File: config.mk
export PLATFORM = sky130hd
export DESIGN_NAME = vga_band_fetch
export DESIGN_NICKNAME = d
export VERILOG_FILES = /design/src/rtl/vga_band_fetch.sv
export SDC_FILE = /design/constraint.sdc
export NUM_CORES = 1
export LEC_CHECK = 0
export BUFFER_PORTS_ARGS = -buffer_cell sky130_fd_sc_hd__buf_4
export CAP_MARGIN = 15
export CORE_MARGIN = 1.5
export CORE_UTILIZATION = 45
export DETAILED_ROUTE_END_ITERATION = 12
export GPL_TIMING_DRIVEN = 1
export PLACE_DENSITY_LB_ADDON = 0.25
export SLEW_MARGIN = 10
export SYNTH_ARGS = -nofsm -noshare
export SYNTH_HDL_FRONTEND = slang
export SYNTH_SLANG_ARGS = --single-unit
File: constraint.sdc
create_clock -name CLK33MHz -period 2.22 [get_ports CLK33MHz]
set_clock_uncertainty 0.2 [all_clocks]
set_input_delay 0.111 -clock CLK33MHz [delete_from_list [all_inputs] [get_ports CLK33MHz]]
set_output_delay 0.111 -clock CLK33MHz [all_outputs]
set_load 0.01 [all_outputs]
File: src/rtl/vga_band_fetch.sv
// vga_band_fetch: maps VGA coordinates onto two ping-pong band buffers,
// issues one RAM word read per active pixel and extracts the pixel lane
// after RD_LAT edges. Tracks per-buffer fill state and display underflow.
module vga_band_fetch #(
   parameter int unsigned       H_ACTIVE   = 640,
   parameter int unsigned       V_ACTIVE   = 480,
   parameter int unsigned       BAND_LINES = 16,
   parameter int unsigned       DATA_W     = 16,
   parameter int unsigned       ADDR_W     = 16,
   parameter logic [ADDR_W-1:0] BUF1_START = 16'h0000,
   parameter logic [ADDR_W-1:0] BUF2_START = 16'h2800,
   parameter int unsigned       RD_LAT     = 1,
   parameter logic [7:0]        BLANK_PIX  = 8'h00
) (
   input  logic              CLK33MHz,
   input  logic              RST,
   input  logic [10:0]       XCoord,
   input  logic [10:0]       YCoord,
   input  logic [DATA_W-1:0] DATA_OUT_VGA,
   output logic [ADDR_W-1:0] RADDR_VGA,
   output logic [7:0]        pixel_in,
   output logic              pixel_valid,
   input  logic [1:0]        fill_done,
   output logic [1:0]        buf_valid,
   output logic              band_done,
   output logic              band_buf,
   output logic              underflow,
   input  logic              clr_underflow
);

   localparam int unsigned PPW    = DATA_W / 8;
   localparam int unsigned LANE_W = (PPW > 1) ? $clog2(PPW) : 1;
   localparam int unsigned LB_W   = $clog2(BAND_LINES);

   logic                          active;
   logic                          sel;
   logic                          blank;
   logic                          last;
   logic [LB_W-1:0]               lb;
   logic [31:0]                   off;
   logic [LANE_W-1:0]             lane;
   logic [ADDR_W-1:0]             raddr_next;
   logic [1:0]                    clr_mask;
   logic [7:0]                    lane_pix;

   logic [RD_LAT-1:0]             pipe_act;
   logic [RD_LAT-1:0]             pipe_blank;
   logic [RD_LAT-1:0][LANE_W-1:0] pipe_lane;

   // Decode the current coordinate into buffer, word address and lane.
   always_comb begin
      active     = (32'(XCoord) < H_ACTIVE) && (32'(YCoord) < V_ACTIVE);
      lb         = YCoord[LB_W-1:0];
      sel        = YCoord[LB_W];
      off        = 32'(lb) * H_ACTIVE + 32'(XCoord);
      lane       = LANE_W'(off % PPW);
      raddr_next = ADDR_W'((sel ? 32'(BUF2_START) : 32'(BUF1_START)) + off / PPW);
      blank      = active && !buf_valid[sel];
      last       = active && (32'(XCoord) == H_ACTIVE - 1) && (32'(lb) == BAND_LINES - 1);
      clr_mask   = last ? (2'b01 << sel) : 2'b00;
   end

   // Select the lane carried at the tail of the pipeline; lane 0 is the MSB byte.
   always_comb begin
      lane_pix = DATA_OUT_VGA[7:0];
      for (int unsigned i = 0; i < PPW; i++) begin
         if (pipe_lane[RD_LAT-1] == LANE_W'(i))
            lane_pix = DATA_OUT_VGA[DATA_W-1-8*i -: 8];
      end
   end

   // Issue stage: address register and band-consumed pulse.
   always_ff @(posedge CLK33MHz or posedge RST) begin
      if (RST) begin
         RADDR_VGA <= '0;
         band_done <= 1'b0;
         band_buf  <= 1'b0;
      end else begin
         if (active)
            RADDR_VGA <= raddr_next;
         band_done <= last;
         if (last)
            band_buf <= sel;
      end
   end

   // Side pipeline matching the RAM read latency.
   always_ff @(posedge CLK33MHz or posedge RST) begin
      if (RST) begin
         pipe_act   <= '0;
         pipe_blank <= '0;
         pipe_lane  <= '0;
      end else begin
         pipe_act[0]   <= active;
         pipe_blank[0] <= blank;
         pipe_lane[0]  <= lane;
         for (int unsigned k = 1; k < RD_LAT; k++) begin
            pipe_act[k]   <= pipe_act[k-1];
            pipe_blank[k] <= pipe_blank[k-1];
            pipe_lane[k]  <= pipe_lane[k-1];
         end
      end
   end

   // Output pixel register: zero when inactive, blank pixel on underflow.
   always_ff @(posedge CLK33MHz or posedge RST) begin
      if (RST) begin
         pixel_in    <= '0;
         pixel_valid <= 1'b0;
      end else begin
         pixel_valid <= pipe_act[RD_LAT-1];
         if (!pipe_act[RD_LAT-1])
            pixel_in <= '0;
         else if (pipe_blank[RD_LAT-1])
            pixel_in <= BLANK_PIX;
         else
            pixel_in <= lane_pix;
      end
   end

   // Buffer handshake and sticky underflow; set beats clear in both.
   always_ff @(posedge CLK33MHz or posedge RST) begin
      if (RST) begin
         buf_valid <= '0;
         underflow <= 1'b0;
      end else begin
         buf_valid <= (buf_valid & ~clr_mask) | fill_done;
         if (blank)
            underflow <= 1'b1;
         else if (clr_underflow)
            underflow <= 1'b0;
      end
   end

endmodule
==> results of run 1 <==
[worst max-delay path by stage]
| stage | start | to |
|---|---|---|
| 6_report | YCoord[1] | RADDR_VGA[13]$_DFFE_PP0P_ |
| 5_1_grt | XCoord[8] | RADDR_VGA[13]$_DFFE_PP0P_ |
| 4_1_cts | XCoord[1] | buf_valid[0]$_DFF_PP0_ |
| 3_5_place_dp | YCoord[1] | RADDR_VGA[13]$_DFFE_PP0P_ |
| 3_3_place_gp | YCoord[1] | RADDR_VGA[13]$_DFFE_PP0P_ |
| 2_1_floorplan | YCoord[1] | RADDR_VGA[13]$_DFFE_PP0P_ |
[sequential cells by signal, indices dropped and copies added (netlist names)]
signal,count
pipe_act,1
pipe_lane,1
underflow,1
band_done,1
pixel_valid,1
band_buf,1
pipe_blank,1
buf_valid,2
RADDR_VGA,15
pixel_in,8
[cell usage in the layout, fill, tap and decap left out, types with 6 or more instances in the layout]
master,count
buf_4,84
nand2_1,38
dfrtp_1,32
dlygate4sd3_1,31
mux2i_1,8
nor2_1,8
ha_1,6
[power breakdown]
group,total (W),internal (W),switching (W)
Clock,0.000442,0.000235,0.000208
Sequential,0.000695,0.000654,0.0000419
Combinational,0.000515,0.000290,0.000226
Total,0.00165,0.00118,0.000475
[metal layers]
layer | up-vias | global-route usage [%] | wire length, um
met5 | - | 0 | 0
met1 | 732 | 27.2 | 1720
met3 | 13 | 6.16 | 233
met2 | 62 | 48.5 | 2510
li1 | 734 | - | -
met4 | 0 | 12.5 | 137
[cell families (layout without fill, tap and decap cells)]
| logic type | Yosys count | in the layout | share of synthesized area (%) |
|---|---|---|---|
| DFF | 32 | 32 | 50.9 |
| and+or+nand+nor | 61 | 61 | 17.2 |
| other | 1 | 1 | 0.238 |
| AOI/OAI and AO/OA | 17 | 17 | 7.48 |
| xor gates and xnor gates | 7 | 7 | 3.90 |
| muxes | 9 | 9 | 5.81 |
| buffers and inverters | 11 | 128 | 3.18 |
| adders and majority gates | 13 | 13 | 11.3 |
[per-stage QoR]
step,instance area (um^2),power (W),setup TNS (ns)
2_1_floorplan,1620,0.000915,-0.116
6_report,2690,0.00165,0
5_1_grt,2690,0.00174,0
3_3_place_gp,2280,0.00114,-0.619
4_1_cts,2670,0.00165,0
3_5_place_dp,2280,0.00117,-0.927
[what timing repair did]
| item | in CTS | in global routing |
|---|---|---|
| hold buffers | 31 | 0 |
| endpoints found under the hold margin | 55 | 0 |
| endpoints found under the setup margin | 0 | 3 |
| resized for setup | 0 | 2 |
[cell type report]
class | instances | area (um^2)
clock buffers | 5 | 37.5
clock inverters | 3 | 42.5
fillers | 200 | 652
inverters | 5 | 18.8
multi-input cells | 108 | 787
flip-flops and latches | 32 | 801
well taps | 46 | 57.6
repair buffers | 115 | 941
[tightest hold or removal path: stages]
cell      delay, ns
buf_4          0.11
nand4b_1       0.10
nor4_2         0.07
and2_1         0.17
==> results.json, run 1 <==
{
  "dpl.hpwl_mm": 3.11,
  "finalHoldViolCount": 0,
  "critPathLaunchType": "input port",
  "place_congestion": 0.816,
  "drive_gt1_share_pct": 38.8,
  "setup-violations-final": 0,
  "r2r_end": "pixel_in[4]$_DFF_PP0_",
  "postLayoutCoreUtil_pct": 80.5,
  "fin_crit_ns": 2.11,
  "viasPerCell": 4.91,
  "max_freq_ghz": 0.473,
  "rows": 21,
  "critPathTopFamily": "adder cells",
  "cap_violations": 0,
  "crit_slowest_cell": "fa_1",
  "cp.required_ns": 2.24,
  "r2r_setup_slack_ns": 0.37,
  "criticalPathCategory": "in2reg",
  "endpoint_kind": "register",
  "synthCells": 151,
  "cts_buffers": 5,
  "cts_tree": "done",
  "grt_usage_pct": 26.0,
  "insertedDiodeCount": 0,
  "post-route-period-util_pct": 95.3,
  "die-area_um2": 3860,
  "cts.clk_slew.worst_paths_ns": 0.10,
  "htreeDepth": 2,
  "antenna_found_initial": 0,
  "drt_wl_total_mm": 4.60,
  "whs_path_depth": 4,
  "cts_root_buffer": "clkbuf_4",
  "pwr_density_cell_nw_per_um2": 616,
  "crit_cells": 10,
  "cp.arrival_ns": 2.14,
  "drc": 0,
  "insertion_delay_ns": 0.33,
  "final_max_slew_viol_count": 0,
  "gr-total-overflow": 0,
  "grt_pass1_wl_mm": 7.71,
  "core_area_um2": 3340,
  "start_util_pct": 47.1,
  "syn-mean-instance-area_um2": 10.4,
  "hold_class": "in2reg",
  "cts.sinks": 32,
  "drt_first_pass_iters": 5,
  "yosysWarnings": 0,
  "synth_top_cell_by_area": "dfrtp_1",
  "post_cts_buffers": 0,
  "crit_buf_inv": 1,
  "synth_most_common_cell": "nand2_1",
  "port_buffers": 71,
  "vdd_drop_max_v": 0.000310,
  "synth_ff_type": "dfrtp_1",
  "async_reset_ff_share_pct": 100,
  "p_leak_nw": 1.40,
  "dp_cells": 275,
  "dp_slack_ns": -0.306,
  "synth_commonest_cells": "nand2_1, dfrtp_1, ha_1",
  "syn2layout_area_growth_pct": 70.7,
  "synth_nets": 207,
  "nets": 323,
  "ys_ff_latch": 32,
  "netlist_area_um2": 1570,
  "fp.dieH_um": 62.1,
  "synth_area_leaders": "dfrtp_1, nand2_1, ha_1",
  "ant_nets": 0,
  "rr_worst_depth": 3,
  "path_common_cell": "ha_4",
  "timing.hold.ws_ns": 0.0589,
  "grt_max_degree": 33,
  "clockBufferDepth": 2,
  "postLayoutSetupSlackWorst_ns": 0.105,
  "netlist-cell-type-count": 30,
  "io_pins": 73,
  "hold_end": "band_done$_DFF_PP0_",
  "synth_seq_area_share_pct": 50.9,
  "die_w_um": 62.1,
  "cp_max_fo": 4,
  "drtIter0Drc": 40,
  "grt_pass1_vias": 1701,
  "rsz0062_at_grt": "false",
  "synth_top_area_share_pct": 50.9,
  "synth_edf_count": 0,
  "routedWlPerCell_um": 14.6,
  "cpPeakStageDelay_ns": 0.54,
  "status": "finished clean",
  "fin_cells": 314,
  "hp-start": "XCoord[4]",
  "num_vias": 1541,
  "crit_chain": "buf_4, ha_4, ha_4, fa_1, nand2_1, o21ai_2, nor3b_2, ha_1, xnor2_1, o21ai_1",
  "worstReg2RegStart": "pipe_lane$_DFF_PP0_"
}
(Power assumes the default switching activity.)
==> inputs of run 2 (changes only) <==
Settings changed: ABC_AREA set to 1.
==> results.json, run 2 <==
{
  "cap_violations": 0,
  "violations": "negative setup slack",
  "cp.arrival_ns": 2.23,
  "dpl.hpwl_mm": 2.92,
  "path_common_cell": "ha_4",
  "finalHoldViolCount": 0,
  "fin_cells": 360,
  "yosysWarnings": 0,
  "ant_nets": 0,
  "antenna_found_initial": 0,
  "pwr_density_cell_nw_per_um2": 638,
  "dp_slack_ns": -0.419,
  "status": "complete, but fails checks",
  "cp.required_ns": 2.22,
  "worstReg2RegStart": "pipe_lane$_DFF_PP0_",
  "placed_cell_area_um2": 2340,
  "synth_ff_type": "dfrtp_1",
  "synthCells": 197,
  "synth_nets": 253,
  "synth_commonest_cells": "nand2_1, dfrtp_1, inv_1",
  "fin_crit_ns": 2.23,
  "most-common-layout-cells": "buf_4, nand2_1, dfrtp_1",
  "nets": 369,
  "drc": 0,
  "critPathTopFamily": "adder cells",
  "cts_tree": "done",
  "crit_chain": "buf_8, ha_4, ha_4, fa_1, nand2_1, inv_2, nand4_1, nand3_2, xor2_1, inv_1, ha_2, ha_4, xnor2_2, o21ai_1",
  "cpPeakStageDelay_ns": 0.50,
  "largest_reg_flops": 15,
  "cts_buffers": 5,
  "drt_first_pass_iters": 4,
  "crit_end": "RADDR_VGA[13]$_DFFE_PP0P_",
  "cp_max_fo": 2,
  "ys_ff_latch": 32,
  "insertedDiodeCount": 0,
  "start_util_pct": 48.2,
  "drt_wl_total_mm": 4.69,
  "syn2layout_area_growth_pct": 68.0,
  "postLayoutSetupSlackWorst_ns": -0.0100,
  "insertion_delay_ns": 0.28,
  "final_area_um2": 2790,
  "rr_worst_depth": 4,
  "crit_cells": 14,
  "fp.dieH_um": 63.7,
  "io_pins": 73,
  "num_vias": 1694,
  "synth_most_common_cell": "nand2_1",
  "routedWlPerCell_um": 13.0,
  "criticalPathCategory": "in2reg",
  "critPathLaunchType": "input port",
  "netlist-cell-type-count": 25,
  "grt_usage_pct": 24.8,
  "clockBufferDepth": 2,
  "rows": 21,
  "synth_area_leaders": "dfrtp_1, nand2_1, ha_1",
  "place_congestion": 0.861,
  "cts.clk_slew.worst_paths_ns": 0.07,
  "synth_edf_count": 0,
  "critPathLaunch": "YCoord[3]",
  "gr-total-overflow": 0,
  "die_w_um": 63.7,
  "endpoint_kind": "register",
  "async_reset_ff_share_pct": 100,
  "setup-violations-final": 1,
  "die-area_um2": 4060,
  "syn-mean-instance-area_um2": 8.43,
  "grt_pass1_wl_mm": 7.74,
  "port_buffers": 71,
  "cts_root_buffer": "clkbuf_8",
  "drtIter0Drc": 90,
  "drive_gt1_share_pct": 33.4,
  "rsz0062_at_grt": "true",
  "htreeDepth": 2,
  "synth_seq_area_share_pct": 48.2,
  "r2r_end": "pixel_in[1]$_DFF_PP0_",
  "max_freq_ghz": 0.448,
  "fill_cells": 254,
  "core_area_um2": 3440,
  "regMostFlops": "RADDR_VGA",
  "final_common_cell": "buf_4",
  "vdd_drop_max_v": 0.000688,
  "p_leak_nw": 1.52,
  "final_max_slew_viol_count": 0,
  "dp_cells": 321,
  "grt_max_degree": 33,
  "netlist_area_um2": 1660,
  "viasPerCell": 4.71,
  "synth_top_area_share_pct": 48.2,
  "cts.sinks": 32,
  "grt_pass1_vias": 1762,
  "r2r_setup_slack_ns": 0.30,
  "hold_class": "in2reg",
  "top_regs": "RADDR_VGA x15, pixel_in x8, buf_valid x2",
  "post-route-period-util_pct": 100,
  "synth_top_cell_by_area": "dfrtp_1",
  "crit_buf_inv": 3,
  "crit_slowest_cell": "fa_1"
}
## run 2: changes by cell type in the layout (fill, tap and decap cells not counted), sizes merged, moves of 5 or more
cell / delta
inv: +18
nor3: +9
a21o: -5
nand2: +26
mux2i: -7
nor2: +11
## run 2: worst min-delay path by stage
stage	startpoint	endpoint	slack, ns	depth (start not counted)
floorplan	XCoord[0]	pipe_lane$_DFF_PP0_	-0.06	0
global placement	RST	RADDR_VGA[14]$_DFFE_PP0P_	0.02	3
detailed placement	RST	RADDR_VGA[13]$_DFFE_PP0P_	0.02	3
CTS	XCoord[7]	band_done$_DFF_PP0_	0.03	6
global route	XCoord[7]	band_done$_DFF_PP0_	0.07	6
finish	XCoord[7]	band_done$_DFF_PP0_	0.04	6
## run 2: layout make-up
type                       count  area (um^2)  area share, %
timing repair buffer         114          942           33.8
sequential                    32          801           28.7
multi-input combinational    137          796           28.5
inverter                      23         86.3           3.09
clock buffer                   6         72.6           2.60
tap                           46         57.6           2.06
clock inverter                 2         35.0           1.26
## run 2: where the power goes
part / switching (W) / internal [W]
combinational: 0.000243 / 0.000291
clock: 0.000209 / 0.000333
sequential: 0.0000474 / 0.000657
total: 0.000499 / 0.00128
## run 2: worst reg2reg max path: cells and delay by family, from the launching register on
family,cells,cell delay [ns]
buffers and inverters,2,0.86
DFF,1,0.49
and+or+nand+nor,2,0.30
## run 2: metal layers
layer  routed length (um)  GRT usage (%)  part of all wire [%]  vias to the layer above
met3                  220           5.63                   4.7                       10
li1                     -              -                     -                      844
met2                 2460           45.9                    52                       55
met1                 1920           28.7                    41                      785
met5                    0              0                     0                        -
met4                   93           6.25                   2.0                        0
## run 2: logic make-up (layout without fill, tap and decap cells)
family	Yosys count	count (layout)	share of synthesized area (%)
and+or+nand+nor	106	106	26.7
DFF	32	32	48.2
buffers and inverters	28	145	7.61
adders and majority gates	13	13	10.7
AOI/OAI and AO/OA	11	11	3.31
xor gates and xnor gates	5	5	2.64
other	1	1	0.226
muxes	1	1	0.603
## run 2: timing repair
item                       4_1_cts  5_1_grt
hold endpoints to repair        52        0
hold buffers                    30        0
setup endpoints to repair        2        3
buffers inserted                 1        0
pin swaps                        8        3
resized for setup                3        6
## run 2: stage by stage
step | utilization (%) | setup TNS (ns) | hold WS [ns] | total power [W]
floorplan | - | -0.269 | -0.0576 | 0.000930
global placement | 68.1 | -1.01 | 0.0204 | 0.00117
detailed placement | 68.1 | -1.28 | 0.0155 | 0.00118
CTS | 80.6 | 0 | 0.0338 | 0.00177
global route | 81.1 | -0.232 | 0.0712 | 0.00188
finish | 81.1 | -0.0100 | 0.0375 | 0.00178
